## config.mk

```make
export PLATFORM = sky130hd
export DESIGN_NAME = rt_alu_arb_flat
export DESIGN_NICKNAME = d
export VERILOG_FILES = /design/src/rtl/rt_alu_arb_if.sv /design/src/rtl/rt_alu_arb.sv /design/src/flat_wrapper.sv
export SDC_FILE = /design/constraint.sdc
export NUM_CORES = 1
export LEC_CHECK = 0
export CORE_AREA = 2 2 307 309
export DETAILED_ROUTE_END_ITERATION = 12
export DIE_AREA = 0 0 309 311
export GPL_TIMING_DRIVEN = 0
export PLACE_DENSITY = 0.36
export SETUP_SLACK_MARGIN = 0.15
export SKIP_LAST_GASP = 1
export SYNTH_ARGS = -nofsm -noshare
export SYNTH_HDL_FRONTEND = slang
export SYNTH_SLANG_ARGS = --single-unit
```

## constraint.sdc

```tcl
create_clock -name clk_i -period 3.6 [get_ports clk_i]
set_clock_uncertainty 0.1 [all_clocks]
set_input_delay 0.54 -clock clk_i [delete_from_list [all_inputs] [get_ports clk_i]]
set_output_delay 0.54 -clock clk_i [all_outputs]
set_load 0.03 [all_outputs]
```

## src/rtl/rt_alu_arb_if.sv

```systemverilog
// Request/response channels between the two ray-tracing requesters and rt_alu_arb.
// Requester r drives slot r of the req_* arrays; rsp_src names the issuing slot.
interface rt_alu_arb_if #(
    parameter int WORD_LEN  = 32,
    parameter int OP_LEN    = 4,
    parameter int NUM_LANES = 3
);
    logic [1:0]                               req_valid;
    logic [1:0]                               req_ready;
    logic [1:0][OP_LEN-1:0]                   req_op;
    logic [1:0][NUM_LANES-1:0][WORD_LEN-1:0]  req_a;
    logic [1:0][NUM_LANES-1:0][WORD_LEN-1:0]  req_b;
    logic                                     rsp_valid;
    logic                                     rsp_ready;
    logic                                     rsp_src;
    logic                                     rsp_err;
    logic [NUM_LANES-1:0][WORD_LEN-1:0]       rsp_out;

    modport master (
        output req_valid, req_op, req_a, req_b, rsp_ready,
        input  req_ready, rsp_valid, rsp_src, rsp_err, rsp_out
    );
    modport slave (
        input  req_valid, req_op, req_a, req_b, rsp_ready,
        output req_ready, rsp_valid, rsp_src, rsp_err, rsp_out
    );
endinterface

```

## src/rtl/rt_alu_arb.sv

```systemverilog
// Round-robin arbiter/sequencer sharing one combinational vector ALU between two requesters.
// Define RT_ALU_ARB_OPCHK_EN to flag opcodes above MUL with rsp_err and a zeroed result.
module rt_alu_arb_lane #(
    parameter int WORD_LEN = 32
) (
    input  logic                clk_i,
    input  logic                rst_i,
    input  logic                issue_i,
    input  logic                capture_i,
    input  logic                zero_i,
    input  logic [WORD_LEN-1:0] a_i,
    input  logic [WORD_LEN-1:0] b_i,
    input  logic [WORD_LEN-1:0] res_i,
    output logic [WORD_LEN-1:0] a_o,
    output logic [WORD_LEN-1:0] b_o,
    output logic [WORD_LEN-1:0] res_o
);
    logic [WORD_LEN-1:0] a_q, b_q, res_q;
    logic [WORD_LEN-1:0] a_d, b_d, res_d;

    always_comb begin
        a_d   = issue_i ? a_i : a_q;
        b_d   = issue_i ? b_i : b_q;
        res_d = res_q;
        if (capture_i) res_d = zero_i ? '0 : res_i;
    end

    always_ff @(posedge clk_i) begin
        if (rst_i) begin
            a_q   <= '0;
            b_q   <= '0;
            res_q <= '0;
        end else begin
            a_q   <= a_d;
            b_q   <= b_d;
            res_q <= res_d;
        end
    end

    assign a_o   = a_q;
    assign b_o   = b_q;
    assign res_o = res_q;
endmodule

module rt_alu_arb #(
    parameter int WORD_LEN  = 32,
    parameter int IW        = 16,
    parameter int QW        = 16,
    parameter int OP_LEN    = 4,
    parameter int NUM_LANES = 3
) (
    input  logic                               clk_i,
    input  logic                               rst_i,
    rt_alu_arb_if.slave                        bus,
    output logic [OP_LEN-1:0]                  alu_op_o,
    output logic [NUM_LANES-1:0][WORD_LEN-1:0] alu_a_o,
    output logic [NUM_LANES-1:0][WORD_LEN-1:0] alu_b_o,
    input  logic [NUM_LANES-1:0][WORD_LEN-1:0] alu_out_i
);
    if (IW + QW != WORD_LEN) begin : g_fmt_chk
        $error("rt_alu_arb: IW + QW must equal WORD_LEN");
    end

    typedef enum logic [1:0] {IDLE, EXEC, RESP} state_e;

    state_e            state_q;
    logic              last_q;
    logic              src_q;
    logic              vld_q;
    logic [OP_LEN-1:0] op_q;
    logic              gnt;
    logic              issue;
    logic              capture;
    logic              bad_op;

    // Lower index wins unless it was served last and the other side is also waiting.
    always_comb begin
        gnt           = bus.req_valid[1] & (~bus.req_valid[0] | ~last_q);
        issue         = (state_q == IDLE) && (|bus.req_valid);
        capture       = (state_q == EXEC);
        bus.req_ready = '0;
        if (issue) bus.req_ready[gnt] = 1'b1;
    end

`ifdef RT_ALU_ARB_OPCHK_EN
    logic err_q;
    assign bad_op      = (op_q > OP_LEN'(2));
    assign bus.rsp_err = err_q;
`else
    assign bad_op      = 1'b0;
    assign bus.rsp_err = 1'b0;
`endif

    always_ff @(posedge clk_i) begin
        if (rst_i) begin
            state_q <= IDLE;
            last_q  <= 1'b1;
            src_q   <= 1'b0;
            vld_q   <= 1'b0;
            op_q    <= '0;
`ifdef RT_ALU_ARB_OPCHK_EN
            err_q   <= 1'b0;
`endif
        end else begin
            case (state_q)
                IDLE: if (issue) begin
                    op_q    <= bus.req_op[gnt];
                    src_q   <= gnt;
                    last_q  <= gnt;
                    state_q <= EXEC;
                end
                EXEC: begin
`ifdef RT_ALU_ARB_OPCHK_EN
                    err_q   <= bad_op;
`endif
                    vld_q   <= 1'b1;
                    state_q <= RESP;
                end
                RESP: if (bus.rsp_ready) begin
                    vld_q   <= 1'b0;
                    state_q <= IDLE;
                end
                default: state_q <= IDLE;
            endcase
        end
    end

    for (genvar l = 0; l < NUM_LANES; l++) begin : g_lane
        rt_alu_arb_lane #(.WORD_LEN(WORD_LEN)) u_lane (
            .clk_i     (clk_i),
            .rst_i     (rst_i),
            .issue_i   (issue),
            .capture_i (capture),
            .zero_i    (bad_op),
            .a_i       (bus.req_a[gnt][l]),
            .b_i       (bus.req_b[gnt][l]),
            .res_i     (alu_out_i[l]),
            .a_o       (alu_a_o[l]),
            .b_o       (alu_b_o[l]),
            .res_o     (bus.rsp_out[l])
        );
    end

    assign alu_op_o      = op_q;
    assign bus.rsp_valid = vld_q;
    assign bus.rsp_src   = src_q;
endmodule

```

## src/flat_wrapper.sv

```systemverilog
// flat-port wrapper written by rule: the top's interface ports become plain ports
module rt_alu_arb_flat 
#(
    parameter int WORD_LEN  = 32,
    parameter int IW        = 16,
    parameter int QW        = 16,
    parameter int OP_LEN    = 4,
    parameter int NUM_LANES = 3
)
  (clk_i, rst_i, alu_op_o, alu_a_o, alu_b_o, alu_out_i, bus_req_valid, bus_req_op, bus_req_a, bus_req_b, bus_rsp_ready, bus_req_ready, bus_rsp_valid, bus_rsp_src, bus_rsp_err, bus_rsp_out);
  rt_alu_arb_if #(.WORD_LEN(WORD_LEN), .OP_LEN(OP_LEN), .NUM_LANES(NUM_LANES)) bus_i ();
  input  logic clk_i;
  input  logic rst_i;
  output logic [OP_LEN-1:0] alu_op_o;
  output logic [NUM_LANES-1:0][WORD_LEN-1:0] alu_a_o;
  output logic [NUM_LANES-1:0][WORD_LEN-1:0] alu_b_o;
  input  logic [NUM_LANES-1:0][WORD_LEN-1:0] alu_out_i;
  input wire logic [$bits(bus_i.req_valid)-1:0] bus_req_valid;
  input wire logic [$bits(bus_i.req_op)-1:0] bus_req_op;
  input wire logic [$bits(bus_i.req_a)-1:0] bus_req_a;
  input wire logic [$bits(bus_i.req_b)-1:0] bus_req_b;
  input wire logic [$bits(bus_i.rsp_ready)-1:0] bus_rsp_ready;
  output wire logic [$bits(bus_i.req_ready)-1:0] bus_req_ready;
  output wire logic [$bits(bus_i.rsp_valid)-1:0] bus_rsp_valid;
  output wire logic [$bits(bus_i.rsp_src)-1:0] bus_rsp_src;
  output wire logic [$bits(bus_i.rsp_err)-1:0] bus_rsp_err;
  output wire logic [$bits(bus_i.rsp_out)-1:0] bus_rsp_out;
  assign bus_i.req_valid = bus_req_valid;
  assign bus_i.req_op = bus_req_op;
  assign bus_i.req_a = bus_req_a;
  assign bus_i.req_b = bus_req_b;
  assign bus_i.rsp_ready = bus_rsp_ready;
  assign bus_req_ready = bus_i.req_ready;
  assign bus_rsp_valid = bus_i.rsp_valid;
  assign bus_rsp_src = bus_i.rsp_src;
  assign bus_rsp_err = bus_i.rsp_err;
  assign bus_rsp_out = bus_i.rsp_out;
  rt_alu_arb #(.WORD_LEN(WORD_LEN), .IW(IW), .QW(QW), .OP_LEN(OP_LEN), .NUM_LANES(NUM_LANES)) u_core (.clk_i(clk_i), .rst_i(rst_i), .bus(bus_i), .alu_op_o(alu_op_o), .alu_a_o(alu_a_o), .alu_b_o(alu_b_o), .alu_out_i(alu_out_i));
endmodule
```

**Word level (Yosys, flattened, before mapping)**

Cells that the tools add are included.

- Register bits after elaboration: 297
- Bits in latches: 0
- Memory bits (writable): 0
- Bits in read-only memories: 0
- Bits of input ports: 493
- Word-level logic and storage cells: 46
- Memories: 0

- Add/sub/neg operators: 0
- Multipliers: 0
- Div/mod/pow operators: 0
- Order comparisons: 2
- Equality and inequality tests: 4
- Shift operators: 0
- Muxes and demuxes: 14
- Bitwise logic cells: 4
- Reductions and logical operators: 8

Operators by type and width:

| operator | number |
|---|---|
| $mux 96 | 4 |
| $mux 4 | 2 |
| $mux 2 | 3 |
| $pmux 2 s3 | 1 |
| $reduce_and 2->1 | 3 |
| $ne 2x2->1 const B | 2 |
| $eq 2x1->1 const B | 1 |
| $eq 2x2->1 const B | 1 |
| $logic_and 1x1->1 | 2 |
| $logic_not 2->1 | 1 |
| $lt 1x2->1 const B | 1 |
| $mux 1 | 2 |
| $not 1->1 | 2 |
| $pmux 1 s2 | 1 |
| $reduce_bool 2->1 | 1 |
| $reduce_or 2->1 | 1 |
| $and 1x1->1 | 1 |
| $demux 1 s1 | 1 |
| $ge 1x1->1 const B | 1 |
| $or 1x1->1 | 1 |

**Longest topological paths before layout**

- Word-level depth: 8
- Gate-level depth with buffers: 7
- Gate-level depth less buffers: 4

**By module**

From an unflattened synthesis, not the netlist that was laid out.

- Cell total of the unflattened synthesis: 1309
- Area total of the unflattened synthesis: 14069.7 um^2

By module, submodules not included:

| module | instances | cells each | area an instance (um^2) |
|---|---|---|---|
| rt_alu_arb_lane | 3 | 348 | 3602.2 |
| rt_alu_arb | 1 | 265 | 3263.1 |

**Worst setup path before layout**

Ideal clock, no wire load.

- Kind: input port to output port
- Start: input bus_req_valid[1]
- End: output bus_req_ready[0]
- Arrival: 1.470 ns
- Path slack: 1.490 ns
- Cell stages on the path: 5
- Cells stage by stage: nand2b_1 buf_4 buf_6 clkbuf_1 and3_1

- Cells in the longest elaborated chain, start to end: 6

Ends and longest elaborated chain:

| what | RTL line | text |
|---|---|---|
| start, declared | flat_wrapper.sv:18 | `input wire logic [$bits(bus_i.req_valid)-1:0] bus_req_valid;` |
| $and 1x1->1 | rt_alu_arb.sv:78 | `gnt = bus.req_valid[1] & (~bus.req_valid[0] \| ~last_q);` |
| $lt 1x2->1 (not written as such) / $ge 1x1->1 (equally long branches) | rt_alu_arb.sv:82 | `if (issue) bus.req_ready[gnt] = 1'b1;` |
| $logic_and 1x1->1 (not written as such) | rt_alu_arb.sv:82 |  |
| $mux 1 (not written as such) | rt_alu_arb.sv:82 |  |
| $demux 1 s1 | n/a |  |
| $mux 2 * | rt_alu_arb.sv:82 |  |
| end, declared | flat_wrapper.sv:23 | `output wire logic [$bits(bus_i.req_ready)-1:0] bus_req_ready;` |

Every way passes the cells marked *; elsewhere a longest branch is shown, timed or not.

**Worst setup path after layout**

- Start: input bus_req_valid[0]
- End: output bus_req_ready[1]

- Cells in the longest elaborated chain, start to end: 8

Ends and longest elaborated chain:

| what | RTL line |
|---|---|
| $not 1->1 | rt_alu_arb.sv:78 |
| $or 1x1->1 | rt_alu_arb.sv:78 |
| $and 1x1->1 | rt_alu_arb.sv:78 |
| $lt 1x2->1 (not written as such) / $ge 1x1->1 (equally long branches) | rt_alu_arb.sv:82 |
| $logic_and 1x1->1 (not written as such) | rt_alu_arb.sv:82 |
| $mux 1 (not written as such) | rt_alu_arb.sv:82 |
| $demux 1 s1 | n/a |
| $mux 2 * | rt_alu_arb.sv:82 |

Marks and branches as above.

==> results.sh <==
export IMPL_fin_crit_sh_pct=89.0
export IMPL_timing_worst_setup_path_type="in -> out"
export IMPL_synthesis_area_sq_um=12700
export IMPL_cp_data_required_time_ns=2.96
export IMPL_grt_util_all_layers_pct=18.4
export IMPL_via_count_of_the_first_global_routing_pass=17600
export IMPL_synth_edff_count=0
export IMPL_antenna_left=0
export IMPL_grt_max_degree=20
export IMPL_most_common_cell_after_layout_fill_and_taps_aside="sky130_fd_sc_hd__clkdlybuf4s50_1"
export IMPL_synth_top_area_cell="sky130_fd_sc_hd__dfxtp_1"
export IMPL_cts_hold_fix_buffers=0
export IMPL_detailedRoute_firstIterationViolations=962
export IMPL_clock_pin_slew_worst_setup_and_hold_paths_ns=0.05
export IMPL_peakVddDrop_v=0.000275
export IMPL_endpoint_of_the_worst_setup_timing_path="bus_req_ready[1]"
export IMPL_worst_r2r_startpoint="u_core.state_q[0]"
export IMPL_postRouteWirelength_mm=92.4
export IMPL_ff2ff_path_depth=6
export IMPL_yosys_area_top_type_share_pct=46.8
export IMPL_worst_reg_to_reg_setup_slack_ns=1.06
export IMPL_detail_route_vias_per_cell=4.43
export IMPL_antenna_found_initial=25
export IMPL_htree_levels=2
export IMPL_dpl_cell_count=3641
export IMPL_met2_length_mm=45.7
export IMPL_slew_headroom_pct=18.2
export IMPL_fp_row_count=112
export IMPL_arrival_ns=2.57
export IMPL_report_power_total_mw=11.0
export IMPL_area_overhead_of_the_layout_relative_to_synthesis_pct=84.7
export IMPL_place_port_buffers=787
export IMPL_grt_pass1_wl_mm=129
export IMPL_hold_viol=0
export IMPL_max_cap_violations=0
export IMPL_clkSinkCount=297
export IMPL_cts_tree="yes"
export IMPL_worstSkewPairLatency_ns=0.57
export IMPL_timing_setup_tns_ns=0
export IMPL_max_clock_path_buffers=3
export IMPL_yosys_warnings=0
export IMPL_gpl_final_weighted_congestion=0.879
export IMPL_grt_overflow_total=0
export IMPL_top_level_ports=790
export IMPL_vias=16500
export IMPL_synth_fp_nets=2093
export IMPL_detailed_place_hpwl_mm=72.2
export IMPL_synthTopCellsByArea="sky130_fd_sc_hd__dfxtp_1 (47%), sky130_fd_sc_hd__a31oi_1 (9.7%), sky130_fd_sc_hd__nand4_1 (9.7%), sky130_fd_sc_hd__nand3_1 (7.7%), sky130_fd_sc_hd__nand2_1 (5.7%)"
export IMPL_final_layout_size_suffix_gt1_share_pct=7.04
export IMPL_power_density_nw_per_um2=470
export IMPL_slew_violations=0
export IMPL_asyncSetResetFlopFracSynth_pct=0
export IMPL_tightestPinTransition_ns=1.23
export IMPL_synthFlopType="sky130_fd_sc_hd__dfxtp_1"
export IMPL_syn_inst=1600
export IMPL_setup_viol=0
export IMPL_setup_worst_path_start="bus_req_valid[0]"
export IMPL_grt_setup_unrepaired="false"
export IMPL_core_area_sq_um=92800
export IMPL_final_net_count=2924
export IMPL_run_status="completed"
export IMPL_die_x_um=309
export IMPL_timing_critical_path_from_type="input port"
export IMPL_die_height_um=311
export IMPL_drcViolationCount=0
export IMPL_cp_max_fo=10
export IMPL_synth_seq_area_share_pct=46.8
export IMPL_drtPass1Iterations=5
export IMPL_cts_buffers=42
export IMPL_dieArea_sq_um=96100
export IMPL_max_freq_ghz=0.312
export IMPL_worst_setup_path_end_kind="output pin"
export IMPL_yosys_cell_types_count=26
export IMPL_routedWlPerCell_um=24.8
export IMPL_worstHoldPathType="reg -> reg"
export IMPL_finalCriticalPeriod_ns=3.21
export IMPL_root_buffer="sky130_fd_sc_hd__clkbuf_16"
export IMPL_avg_inst_size_synth_sq_um=7.94
export IMPL_met3RoutedLength_mm=8.84
export IMPL_power_static_leakage_nw=7.78
export IMPL_worst_r2r_endpoint="u_core.g_lane[1].u_lane.a_o[9]"
export IMPL_layout_cells_most_common_list="sky130_fd_sc_hd__clkdlybuf4s50_1 (785), sky130_fd_sc_hd__dfxtp_1 (297), sky130_fd_sc_hd__nand4_1 (196), sky130_fd_sc_hd__nand3_1 (196), sky130_fd_sc_hd__a31oi_1 (196)"
export IMPL_yosys_register_bits=297
export IMPL_initial_core_utilization_pct=13.7
export IMPL_top_layer="met5"
export IMPL_post_layout_nonfiller_instances=3722
export IMPL_drt_met1_wl_mm=34.4
[area by class of cell]
| type | instances | area (sq um) |
|---|---|---|
| Inverter | 2 | 7.51 |
| Multi-Input combinational cell | 1093 | 5740 |
| Buffer | 207 | 1020 |
| Sequential cell | 297 | 5950 |
| Tap cell | 1254 | 1570 |
| Clock inverter | 12 | 83.8 |
| Clock buffer | 57 | 1190 |
| Fill cell | 10200 | 69300 |
| Antenna cell | 12 | 30.0 |
| Timing Repair Buffer | 788 | 7890 |
[where the power goes]
group,internal [mW],switching [mW]
clock,2.29,1.71
combinational,1.32,1.94
sequential,3.58,0.176
[state kept, by name (all words and copies together), names as in the netlist]
name and cells:
u_core.alu_op_o 4, u_core.bus.rsp_valid 1, u_core.bus.rsp_src 1, u_core.g_lane.u_lane.a_o 96
u_core.g_lane.u_lane.b_o 96, u_core.g_lane.u_lane.res_o 96, u_core.last_q 1, u_core.state_q 2
[worst max-delay path: stages]
cell	delay, ns
sky130_fd_sc_hd__clkdlybuf4s50_1	0.44
sky130_fd_sc_hd__buf_4	0.22
sky130_fd_sc_hd__a21boi_2	0.15
sky130_fd_sc_hd__buf_4	0.24
sky130_fd_sc_hd__buf_6	0.22
sky130_fd_sc_hd__nand2_1	0.11
sky130_fd_sc_hd__inv_2	0.11
sky130_fd_sc_hd__dlygate4sd2_1	0.52
[kinds of logic after synthesis]
family                 count (synthesis)  synth area share, %
other                                  1               0.0295
buffers and inverters                210                 8.04
AO/OA/AOI/OAI                        496                 21.6
flip-flops                           297                 46.8
AND/OR/NAND/NOR                      596                 23.6
[per-stage QoR]
stage	area (sq um)	hold slack [ns]	utilization, %	setup WS, ns
2_1_floorplan	12700	0.371	-	1.49
3_3_place_gp	22200	0.346	23.9	-0.316
3_5_place_dp	22200	0.348	23.9	-0.311
4_1_cts	23400	0.356	25.3	0.121
5_1_grt	23400	0.366	25.3	0.276
6_report	23500	0.354	25.3	0.395
[metal layers]
metal,up-vias,GRT usage (%)
met2,737,32.8
met1,7934,19.6
met3,148,6.78
li1,7633,-
met4,26,6.60
met5,-,0
[cells in the mapped netlist, drive strengths merged, types with 2 or more instances]
| cell | n |
|---|---|
| nor2 | 6 |
| nand2b | 2 |
| nand4 | 196 |
| a31oi | 196 |
| inv | 2 |
| buf | 110 |
| o21ai | 199 |
| dfxtp | 297 |
| clkbuf | 98 |
| nand2 | 193 |
| a21oi | 98 |
| nand3 | 196 |
[worst min path at each step]
stage | from | cells after the start | to
after floorplan | u_core.last_q | 1 | u_core.last_q
after global placement | u_core.g_lane[0].u_lane.res_o[31] | 2 | u_core.g_lane[0].u_lane.res_o[31]
after detailed placement | u_core.g_lane[1].u_lane.res_o[17] | 2 | u_core.g_lane[1].u_lane.res_o[17]
after CTS | u_core.g_lane[1].u_lane.res_o[17] | 2 | u_core.g_lane[1].u_lane.res_o[17]
after global routing | u_core.g_lane[0].u_lane.res_o[11] | 2 | u_core.g_lane[0].u_lane.res_o[11]
final | u_core.g_lane[0].u_lane.res_o[30] | 2 | u_core.g_lane[0].u_lane.res_o[30]
[repair_timing]
item                                   4_1_cts  5_1_grt
endpoints found under the hold margin        0        0
setup buffers                                1        0
pin swaps                                    1        0
setup endpoints to repair                    2        1
gates resized for setup                      5        1
Power figures use the tool's default switching activity.
